<file path="config.mk">
export PLATFORM = sky130hd
export DESIGN_NAME = mem_port_arbiter
export DESIGN_NICKNAME = d
export VERILOG_FILES = /design/src/rtl/mem_port_arbiter_pkg.sv /design/src/rtl/mem_port_arbiter.sv
export SDC_FILE = /design/constraint.sdc
export NUM_CORES = 1
export LEC_CHECK = 0
export CORE_MARGIN = 2
export CORE_UTILIZATION = 39
export DETAILED_ROUTE_END_ITERATION = 8
export HOLD_SLACK_MARGIN = 0.08
export PLACE_DENSITY = 0.81
export SYNTH_ARGS = -nofsm -noshare
export SYNTH_HDL_FRONTEND = slang
export SYNTH_SLANG_ARGS = --single-unit
</file>
<file path="constraint.sdc">
create_clock -name clk -period 1.7 [get_ports clk]
set_input_delay 0.34 -clock clk [delete_from_list [all_inputs] [get_ports clk]]
set_output_delay 0.34 -clock clk [all_outputs]
set_load 0.01 [all_outputs]
</file>
<file path="src/rtl/mem_port_arbiter_pkg.sv">
// Shared definitions for the unified-memory port arbiter: state encoding,
// grant flags and the fetch/data arbitration helper.
package mem_port_arbiter_pkg;

    localparam logic [1:0] ST_IDLE    = 2'd0;
    localparam logic [1:0] ST_IF_BUSY = 2'd1;
    localparam logic [1:0] ST_DM_BUSY = 2'd2;
    localparam logic [1:0] ST_IF_DROP = 2'd3;

    typedef enum logic [1:0] {
        IDLE    = ST_IDLE,
        IF_BUSY = ST_IF_BUSY,
        DM_BUSY = ST_DM_BUSY,
        IF_DROP = ST_IF_DROP
    } arb_state_t;

    localparam logic GRANT_IF = 1'b0;
    localparam logic GRANT_DM = 1'b1;

    typedef struct packed {
        logic valid;
        logic who;
    } grant_t;

    // On a conflict the requester that did not win last time gets the port.
    function automatic grant_t arbitrate(input logic if_cand,
                                         input logic dm_cand,
                                         input logic last_grant);
        grant_t g;
        g.valid = if_cand | dm_cand;
        if (if_cand && dm_cand)
            g.who = (last_grant == GRANT_IF) ? GRANT_DM : GRANT_IF;
        else if (dm_cand)
            g.who = GRANT_DM;
        else
            g.who = GRANT_IF;
        return g;
    endfunction

endpackage

</file>
<file path="src/rtl/mem_port_arbiter.sv">
// Shares the single-ported instruction/data memory between IF and MEM stages,
// sequencing one request/ack access at a time and raising pipeline stalls.
//
// state   | meaning
// --------+--------------------------------------------------------------
// IDLE    | no access outstanding; arbitrate fetch vs data
// IF_BUSY | fetch access in flight; result goes to if_rdata
// DM_BUSY | load/store access in flight; result goes to dm_rdata
// IF_DROP | flushed fetch still in flight; wait for ack, discard result
module mem_port_arbiter
    import mem_port_arbiter_pkg::*;
#(
    parameter int ADDR_W = 32,
    parameter int DATA_W = 32
) (
    input  logic                clk,
    input  logic                rst,
    input  logic                if_req,
    input  logic [ADDR_W-1:0]   if_addr,
    output logic [DATA_W-1:0]   if_rdata,
    output logic                if_valid,
    input  logic                flush,
    input  logic                dm_req,
    input  logic                dm_we,
    input  logic [ADDR_W-1:0]   dm_addr,
    input  logic [DATA_W-1:0]   dm_wdata,
    input  logic [DATA_W/8-1:0] dm_be,
    output logic [DATA_W-1:0]   dm_rdata,
    output logic                dm_done,
    output logic                mem_req,
    output logic                mem_we,
    output logic [ADDR_W-1:0]   mem_addr,
    output logic [DATA_W-1:0]   mem_wdata,
    output logic [DATA_W/8-1:0] mem_be,
    input  logic [DATA_W-1:0]   mem_rdata,
    input  logic                mem_ack,
    output logic                stall_fetch,
    output logic                stall_mem
);

    arb_state_t state;
    logic       last_grant;
    logic       if_cand;
    logic       dm_cand;
    logic       ack;
    grant_t     grant;

    // A requester completing this cycle is not re-granted until it has had
    // a chance to drop or change its request.
    assign if_cand = if_req & ~flush & ~if_valid;
    assign dm_cand = dm_req & ~dm_done;
    assign ack     = mem_ack & mem_req;

    always_comb begin
        grant = arbitrate(if_cand, dm_cand, last_grant);
    end

    assign stall_fetch = if_req & ~if_valid;
    assign stall_mem   = dm_req & ~dm_done;

    always_ff @(posedge clk) begin
        if (rst) begin
            state      <= IDLE;
            last_grant <= GRANT_IF;
            mem_req    <= 1'b0;
            mem_we     <= 1'b0;
            mem_addr   <= '0;
            mem_wdata  <= '0;
            mem_be     <= '0;
            if_rdata   <= '0;
            if_valid   <= 1'b0;
            dm_rdata   <= '0;
            dm_done    <= 1'b0;
        end else begin
            if_valid <= 1'b0;
            dm_done  <= 1'b0;
            case (state)
                IDLE: begin
                    if (grant.valid) begin
                        mem_req    <= 1'b1;
                        last_grant <= grant.who;
                        if (grant.who == GRANT_DM) begin
                            mem_we    <= dm_we;
                            mem_addr  <= dm_addr;
                            mem_wdata <= dm_wdata;
                            mem_be    <= dm_be;
                            state     <= DM_BUSY;
                        end else begin
                            mem_we    <= 1'b0;
                            mem_addr  <= if_addr;
                            mem_wdata <= '0;
                            mem_be    <= '0;
                            state     <= IF_BUSY;
                        end
                    end
                end
                IF_BUSY: begin
                    if (ack) begin
                        mem_req <= 1'b0;
                        state   <= IDLE;
                        // A flush landing with the ack kills the result.
                        if (!flush) begin
                            if_rdata <= mem_rdata;
                            if_valid <= 1'b1;
                        end
                    end else if (flush) begin
                        state <= IF_DROP;
                    end
                end
                IF_DROP: begin
                    if (ack) begin
                        mem_req <= 1'b0;
                        state   <= IDLE;
                    end
                end
                DM_BUSY: begin
                    if (ack) begin
                        mem_req  <= 1'b0;
                        dm_rdata <= mem_rdata;
                        dm_done  <= 1'b1;
                        state    <= IDLE;
                    end
                end
                default: begin
                    mem_req <= 1'b0;
                    state   <= IDLE;
                end
            endcase
        end
    end

endmodule
</file>
# --- Word-level counts from Yosys, hierarchy flattened ---
# Index checks and enable logic that the tools add are counted.
classes:
  n_eq_ne: 7
  mux: 18
  bitwise_logic: 12
  reduce_logical: 11
op_table:
  columns: ["op", "n"]
  rows:
  - ["two-way mux 32 bit", 2]
  - ["two-way mux 2 bit", 5]
  - ["two-way mux 1 bit", 8]
  - ["inverter 1 bit", 6]
  - ["case mux 2 bit (3 select lines)", 1]
  - ["AND reduction 2 bit", 3]
  - ["AND reduction 3 bit", 2]
  - ["OR reduction 3 bit", 2]
  - ["AND 1 bit", 5]
  - ["equality test 2 bit, second input constant", 2]
  - ["two-way mux 4 bit", 1]
  - ["!= test 2 x 1 -> 1 bit, second input constant", 2]
  - ["OR reduction 2 bit", 2]
  - ["!= test 3 bit, second input constant", 1]
  - ["equality test 2 x 1 -> 1 bit, second input constant", 1]
  - ["zero test 2 bit", 1]
  - ["!= test 2 bit, second input constant", 1]
  - ["case mux 1 bit (2 select lines)", 1]
  - ["logical AND 1 bit", 1]
  - ["OR 1 bit", 1]
word_totals:
  regBits: 139
  elab_cells: 59

# --- Longest topological paths before layout ---
# Gate-level depths: netlist of the first run.
logic_depth:
  ltp_word: 8
  mapped_depth: 7
  mapped_depth_nobuf: 5

# --- Worst setup path after synthesis of the first run ---
# OpenSTA, ideal clock, no wires.
synth_timing:
  path_kind: "reg2reg"
  startpoint: "register mem_req"
  endpoint: "register if_rdata[10]"
  setup_ps: 132
  t_arrival_ps: 1408
  setup_slack_ps: 160
  stages_incl_launch_ff: 7
  period_less_slack_ps: 1540
  cell_sequence: "dfxtp_1 nand2_1 or4b_1 clkbuf_1 buf_2 nand2_1 a21oi_1"
synth_via:
  elab_chain_len: 2
synth_rtl:
  columns: ["element", "line", "text"]
  rows:
  - ["start: declaration", "mem_port_arbiter.sv:30", "output logic mem_req,"]
  - ["start signal: assignment", "mem_port_arbiter.sv:65", "mem_req <= 1'b0;"]
  - ["start signal: assignment", "mem_port_arbiter.sv:80", "mem_req <= 1'b1;"]
  - ["start signal: assignment", "mem_port_arbiter.sv:99", "mem_req <= 1'b0;"]
  - ["AND 1 bit", "mem_port_arbiter.sv:52", "assign ack = mem_ack & mem_req;"]
  - ["AND reduction 3 bit (no line)", null, null]
  - ["end signal: assignment", "mem_port_arbiter.sv:103", "if_rdata <= mem_rdata;"]
  - ["end: declaration", "mem_port_arbiter.sv:20", "output logic [DATA_W-1:0] if_rdata,"]
# Every way passes these cells.
# A chain may end at the register's enable or synchronous reset.

# --- Final worst setup path of the first run ---
layout_timing:
  startpoint: "register if_rdata[25]"
  endpoint: "output if_rdata[25]"
# No word-level cell between the ends.

==> results of run 1 <==
## tightest hold or removal path: cells and delay by family
| family | cells | cell delay [ps] |
|---|---|---|
| AO/OA/AOI/OAI | 1 | 70 |
| buffers and inverters | 2 | 370 |
## routing by layer
metal	GRT usage	up-vias	share of wire
li1	-	2602	-
met4	0.101	0	0.025
met2	0.390	191	0.50
met5	0	-	0
met3	0.0843	31	0.084
met1	0.258	2416	0.40
## area by class of cell
cell class,count,area (um2),share of cell area
clock buffers,18,439,0.0501
well taps,172,215,0.0246
clock inverters,14,135,0.0154
repair buffers,302,3110,0.355
multi-input cells,421,2070,0.236
inverters,1,3.75,0.000429
flip-flops and latches,139,2780,0.318
## power groups by stage
stage               sequential (mW)  combinational [mW]  clock, mW
floorplan                      3.75               0.582          0
global placement               3.66                1.65          0
detailed placement             3.66                1.67          0
CTS                            3.59                1.67       3.61
global route                   3.62                1.79       3.78
finish                         3.59                1.65       3.54
## metrics by stage
step | cells | setup slack, ps | power (mW)
after floorplan | 610 | 160 | 4.34
final | 1067 | 33.5 | 8.79
after CTS | 1067 | 3.37 | 8.88
after global routing | 1067 | 0.316 | 9.19
after global placement | 1035 | -266 | 5.31
after detailed placement | 1035 | -375 | 5.33
## synthesized netlist by cell type
cell type  instances  area, um2
o21ai_1            1       5.00
nor3b_4            1       18.8
a22oi_1           38        285
a311oi_1          32        280
nand4b_1           1       8.76
a21o_2             1       8.76
a21oi_1           67        335
nor4b_2            1       15.0
buf_2             19       95.1
nor2b_1            1       6.26
nor3b_1            1       7.51
or4b_1             1       10.0
a21oi_2            1       8.76
inv_1              1       3.75
clkbuf_1          26       97.6
or2_1              1       6.26
nand2_1          195        732
o21a_1             1       7.51
buf_4              4       30.0
nand2b_1           1       6.26
a21o_1             1       7.51
a211oi_2           1       12.5
nor2_1            75        282
dfxtp_1          139       2780
## path summary, 6_finish.rpt
check	start	to	slack [ps]
worst max-delay path	if_rdata[25]$_SDFFE_PP0P_	if_rdata[25]	30
worst min-delay path	rst	mem_addr[12]$_SDFFE_PP0P_	410
worst max register to register	state[1]$_SDFFE_PP0P_	mem_addr[17]$_SDFFE_PP0P_	200
worst min register to register	if_rdata[31]$_SDFFE_PP0P_	if_rdata[31]$_SDFFE_PP0P_	450
## registers in the layout, indices dropped and copies added (netlist names), 2 cells and up
| signal | cells |
|---|---|
| mem_be | 4 |
| mem_addr | 32 |
| if_rdata | 32 |
| dm_rdata | 32 |
| mem_wdata | 32 |
| state | 2 |
## cell families after synthesis
logic type	Yosys count	share of synthesized area
buffers and inverters	50	0.0448
and+or+nand+nor	278	0.216
AOI/OAI and AO/OA	143	0.188
DFF	139	0.551
## timing repair
item / CTS / global route
pin swaps: 0 / 0
gates resized for setup: 6 / 16
endpoints found under the setup margin: 5 / 16
==> impl_metrics.py, run 1 <==
metrics = {
    "timing": {
        "fin_skew_ps": 9.09,
        "final_max_slew_viol_count": 0,
        "relSlewSlack": 0.764,
        "fin_crit_sh": 0.980,
        "tns_ps": 0,
        "setup_violations": 0,
        "tightest_slew_ps": 353,
        "hold_viol": 0,
        "grt_setup_unrepaired": "no",
        "fin_crit_ps": 1670,
        "fmax_mhz": 600,
        "holdWs_ps": 414,
    },
    "power": {
        "p_int_mw": 6.47,
        "power.density_nw_per_um2": 1000,
        "power_frac_seq": 0.409,
        "p_switching_mw": 2.31,
        "p_comb_frac": 0.188,
        "ir_drop_mv": 0.593,
        "clockPowerShare": 0.403,
        "p_sw_frac": 0.263,
        "leakagePower_nw": 3.43,
    },
    "routing": {
        "drt-vias-per-instance": 4.91,
        "ant_nets": 0,
        "routed-via-count": 5240,
        "wl_per_cell_um": 15.1,
        "drt-initial-drc-count": 366,
        "drc": 0,
        "first_pass_iters": 5,
        "wl_um": 16200,
    },
    "cells_and_area": {
        "fill_cells": 1001,
        "drive_gt1_frac": 0.0760,
        "final_util": 0.694,
        "diodes": 0,
        "layout_commonest_cell": "clkdlybuf4s50_1",
        "areaGrowthSynthToFinish_pct": 73.4,
        "fin_area_um2": 8760,
        "most-common-layout-cells": "255 x clkdlybuf4s50_1, 195 x nand2_1, 138 x dfxtp_1",
        "fin_nets": 1021,
    },
    "global_routing": {
        "track_usage": 0.230,
        "overflow": 0,
        "antenna_found_initial": 0,
        "grt_pass1_wl_um": 25500,
        "grt_pass1_vias": 5140,
        "grt_max_degree": 77,
    },
    "placed_design": {
        "placed_cell_area_um2": 8150,
        "gp_congestion": 0.811,
        "io_buffers": 276,
        "hpwlAfterDp_um": 11400,
    },
    "setup_path": {
        "critPathBufInv": 1,
        "cp-start-kind": "flip-flop",
        "cp.depth": 1,
        "critical_path.max_fanout": 2,
        "critPathSlowestCell": "clkdlybuf4s50_1",
        "r2r_cells": 5,
        "endpoint_kind": "primary output",
        "crit_type": "reg -> out",
        "crit_arrival_ps": 1330,
        "crit_path_cell_trace": "clkdlybuf4s50_1",
        "required_ps": 1360,
        "critPathTopFamily": "buffers and inverters",
        "critPathMaxStageDelay_ps": 570,
    },
    "cts": {
        "cts_tree": "built",
        "cts_buffers": 17,
        "cts_max_path_buffers": 2,
        "cts_root_buf": "clkbuf_16",
        "htree_levels": 4,
        "cts_num_sinks": 139,
        "postCtsHoldBufs": 0,
        "clk_pin_slew_worst_paths_ps": 60,
        "cts_setup_buffers": 0,
        "insertion_delay_ps": 420,
    },
    "flow_run": {
        "cap_violations": 0,
    },
    "status": {
        "outcome": "completed",
    },
    "synth": {
        "synth_cells": 610,
        "syn_area_per_cell_um2": 8.28,
        "synth_nets": 749,
        "synth_seq_cells": 139,
        "synth_seq_area_share": 0.551,
        "yosys_warnings": 0,
        "syn_area_um2": 5050,
        "ys_types": 24,
    },
    "floorplan": {
        "ios": 277,
        "fp.dieW_um": 118,
        "start_util": 0.400,
        "die-area_um2": 13900,
        "coreArea_um2": 12600,
        "num_rows": 41,
        "die_h_um": 118,
    },
    "hold_path": {
        "hold_path_class": "in -> reg",
        "hold_depth": 3,
    },
}
Power figures use the tool's default switching activity.
==> run 2: changes to the inputs <==
--- a/config.mk
+++ b/config.mk
@@ -7,7 +7,9 @@
 export LEC_CHECK = 0
 export CORE_MARGIN = 2
 export CORE_UTILIZATION = 39
+export CTS_CLUSTER_SIZE = 24
 export DETAILED_ROUTE_END_ITERATION = 8
+export GPL_TIMING_DRIVEN = 0
 export HOLD_SLACK_MARGIN = 0.08
 export PLACE_DENSITY = 0.81
 export SYNTH_ARGS = -nofsm -noshare
==> run 2 against run 1 <==
Effect of this change: final cell count up 2.4%; worst hold slack lost 55 ps; global-route usage up 2.5 points; sequential power is essentially flat; flip-flop and latch count stayed put; clock skew down 0.83 ps; non-clock buffer count grew 25; setup slack worse by 18 ps; largest cell class unchanged.
==> impl_metrics.py, run 2 (synthesized netlist as in run 1, its figures left out) <==
metrics = {
    "flow_run": {
        "cap_violations": 0,
    },
    "cells_and_area": {
        "ff_latch_area_um2": 2780,
        "multi_input_area_um2": 2090,
        "fill_cells": 1005,
        "areaGrowthSynthToFinish_pct": 74.8,
        "stdcell_count": 1093,
        "most-common-layout-cells": "250 x clkdlybuf4s50_1, 194 x nand2_1, 139 x dfxtp_1",
        "fin_area_um2": 8830,
        "layout_commonest_cell": "clkdlybuf4s50_1",
        "fin_nets": 1046,
        "drive_gt1_frac": 0.0848,
    },
    "power": {
        "p_comb_frac": 0.183,
        "leakagePower_nw": 3.55,
        "p_int_mw": 6.94,
        "ir_drop_mv": 0.649,
        "fin_total_pwr_mw": 9.25,
        "clockPowerShare": 0.427,
        "p_switching_mw": 2.31,
        "power_frac_seq": 0.389,
        "power.density_nw_per_um2": 1050,
        "p_sw_frac": 0.250,
    },
    "timing": {
        "fin_crit_ps": 1680,
        "fin_crit_sh": 0.991,
        "relSlewSlack": 0.643,
        "fin_skew_ps": 8.26,
        "holdWs_ps": 359,
        "setup_violations": 0,
        "tightest_slew_ps": 535,
        "hold_viol": 0,
        "fmax_mhz": 594,
        "tns_ps": 0,
        "final_max_slew_viol_count": 0,
    },
    "floorplan": {
        "die_h_um": 118,
        "die-area_um2": 13900,
        "start_util": 0.400,
        "num_rows": 41,
        "coreArea_um2": 12600,
        "fp.dieW_um": 118,
        "ios": 277,
    },
    "placed_design": {
        "dp_cells": 1057,
        "hpwlAfterDp_um": 13000,
        "placed_cell_area_um2": 8020,
        "io_buffers": 275,
        "gp_congestion": 0.821,
    },
    "global_routing": {
        "grt_pass1_vias": 5445,
        "grt_pass1_wl_um": 28000,
        "grt_max_degree": 17,
        "track_usage": 0.254,
        "overflow": 0,
        "antenna_found_initial": 1,
    },
    "cts": {
        "cts_tree": "built",
        "postCtsHoldBufs": 0,
        "cts_buffers": 17,
        "cts_root_buf": "clkbuf_16",
        "htree_levels": 4,
        "clk_pin_slew_worst_paths_ps": 60,
        "insertion_delay_ps": 420,
        "cts_num_sinks": 139,
        "cts_max_path_buffers": 2,
    },
    "routing": {
        "drt-initial-drc-count": 342,
        "ant_nets": 0,
        "first_pass_iters": 5,
        "routed-via-count": 5561,
        "drc": 0,
        "wl_um": 18000,
        "drt-vias-per-instance": 5.09,
        "wl_per_cell_um": 16.4,
    },
    "setup_path": {
        "endpoint_kind": "flip-flop",
        "critPathSlowestCell": "dfxtp_1",
        "cp-startpoint": "if_valid$_SDFF_PP0_",
        "critPathBufInv": 2,
        "crit_arrival_ps": 1980,
        "regToRegSetupSlack_ps": 20,
        "critical_path.max_fanout": 5,
        "timing.rr.end": "mem_addr[3]$_SDFFE_PP0P_",
        "cp-start-kind": "flip-flop",
        "crit_type": "reg -> reg",
        "critPathMaxStageDelay_ps": 340,
        "r2r_cells": 6,
        "crit_path_cell_trace": "nor3b_4 > o21a_2 > buf_2 > buf_4 > nor2_1 > a311oi_1",
        "critPathCapture": "mem_addr[3]$_SDFFE_PP0P_",
        "required_ps": 2000,
        "critPathTopFamily": "compound AO/OA/AOI/OAI gates",
        "cp.depth": 6,
        "rr_startpoint": "if_valid$_SDFF_PP0_",
    },
    "hold_path": {
        "hold_path_class": "in -> reg",
    },
    "status": {
        "outcome": "completed",
    },
}
==> run 2: cell count changes in the layout (fill, tap and decap cells not counted), moves of 4 or more <==
cell,change
buf_12,-10
buf_2,+8
buf_4,-7
clkbuf_1,+21
clkbuf_2,+6
clkbuf_4,+4
clkdlybuf4s50_1,-5
clkinvlp_4,-4
inv_6,-4
==> run 2: worst min path at each step <==
stage / slack (ps) / from / end / cells after the start
floorplan: 480 / mem_rdata[0] / dm_rdata[0]$_SDFFE_PP0P_ / 2
global placement: 440 / if_rdata[29]$_SDFFE_PP0P_ / if_rdata[29]$_SDFFE_PP0P_ / 2
detailed placement: 450 / if_rdata[21]$_SDFFE_PP0P_ / if_rdata[21]$_SDFFE_PP0P_ / 2
CTS: 350 / rst / dm_rdata[18]$_SDFFE_PP0P_ / 2
global route: 370 / rst / dm_rdata[16]$_SDFFE_PP0P_ / 2
finish: 360 / rst / dm_rdata[13]$_SDFFE_PP0P_ / 2
==> run 2: timing repair <==
| item | CTS | global route |
|---|---|---|
| buffers inserted | 0 | 3 |
| gates cloned | 0 | 2 |
| resized for setup | 21 | 44 |
| endpoints found under the setup margin | 89 | 85 |
| pin swaps | 1 | 14 |
==> run 2: per-stage QoR <==
step / setup slack, ps / util
after floorplan: 160 / -
final: 15.1 / 0.700
after global placement: -558 / 0.636
after global routing: -107 / 0.700
after detailed placement: -569 / 0.636
after CTS: -25.8 / 0.687
==> run 2: final cells by class <==
cell class                 count  area share
antenna                        1    0.000283
buffer                        47      0.0303
clock buffer                  21      0.0521
clock inverter                11      0.0190
inverter                       1    0.000425
multi-input combinational    421       0.237
sequential                   139       0.315
tap                          172      0.0244
timing repair buffer         280       0.322
==> run 2: per-layer routing <==
metal	vias to the layer above	track usage	share of wire
met3	54	0.0921	0.085
met1	2584	0.294	0.40
met4	0	0.127	0.035
met2	255	0.416	0.48
met5	-	0	0
li1	2668	-	-
==> run 2: worst reg2reg max path: cells and delay by family, from the launching register on <==
kind	cells	cell delay [ps]
buf+inv	2	280
compound gates	2	570
simple gates	2	380
flops	1	340
==> run 2: power by group through the flow <==
| stage | clock network, mW | logic, mW | registers (mW) |
|---|---|---|---|
| floorplan | 0 | 0.582 | 3.75 |
| global placement | 0 | 1.59 | 3.66 |
| detailed placement | 0 | 1.61 | 3.67 |
| CTS | 3.98 | 1.62 | 3.60 |
| global route | 4.13 | 1.83 | 3.63 |
| finish | 3.95 | 1.70 | 3.60 |
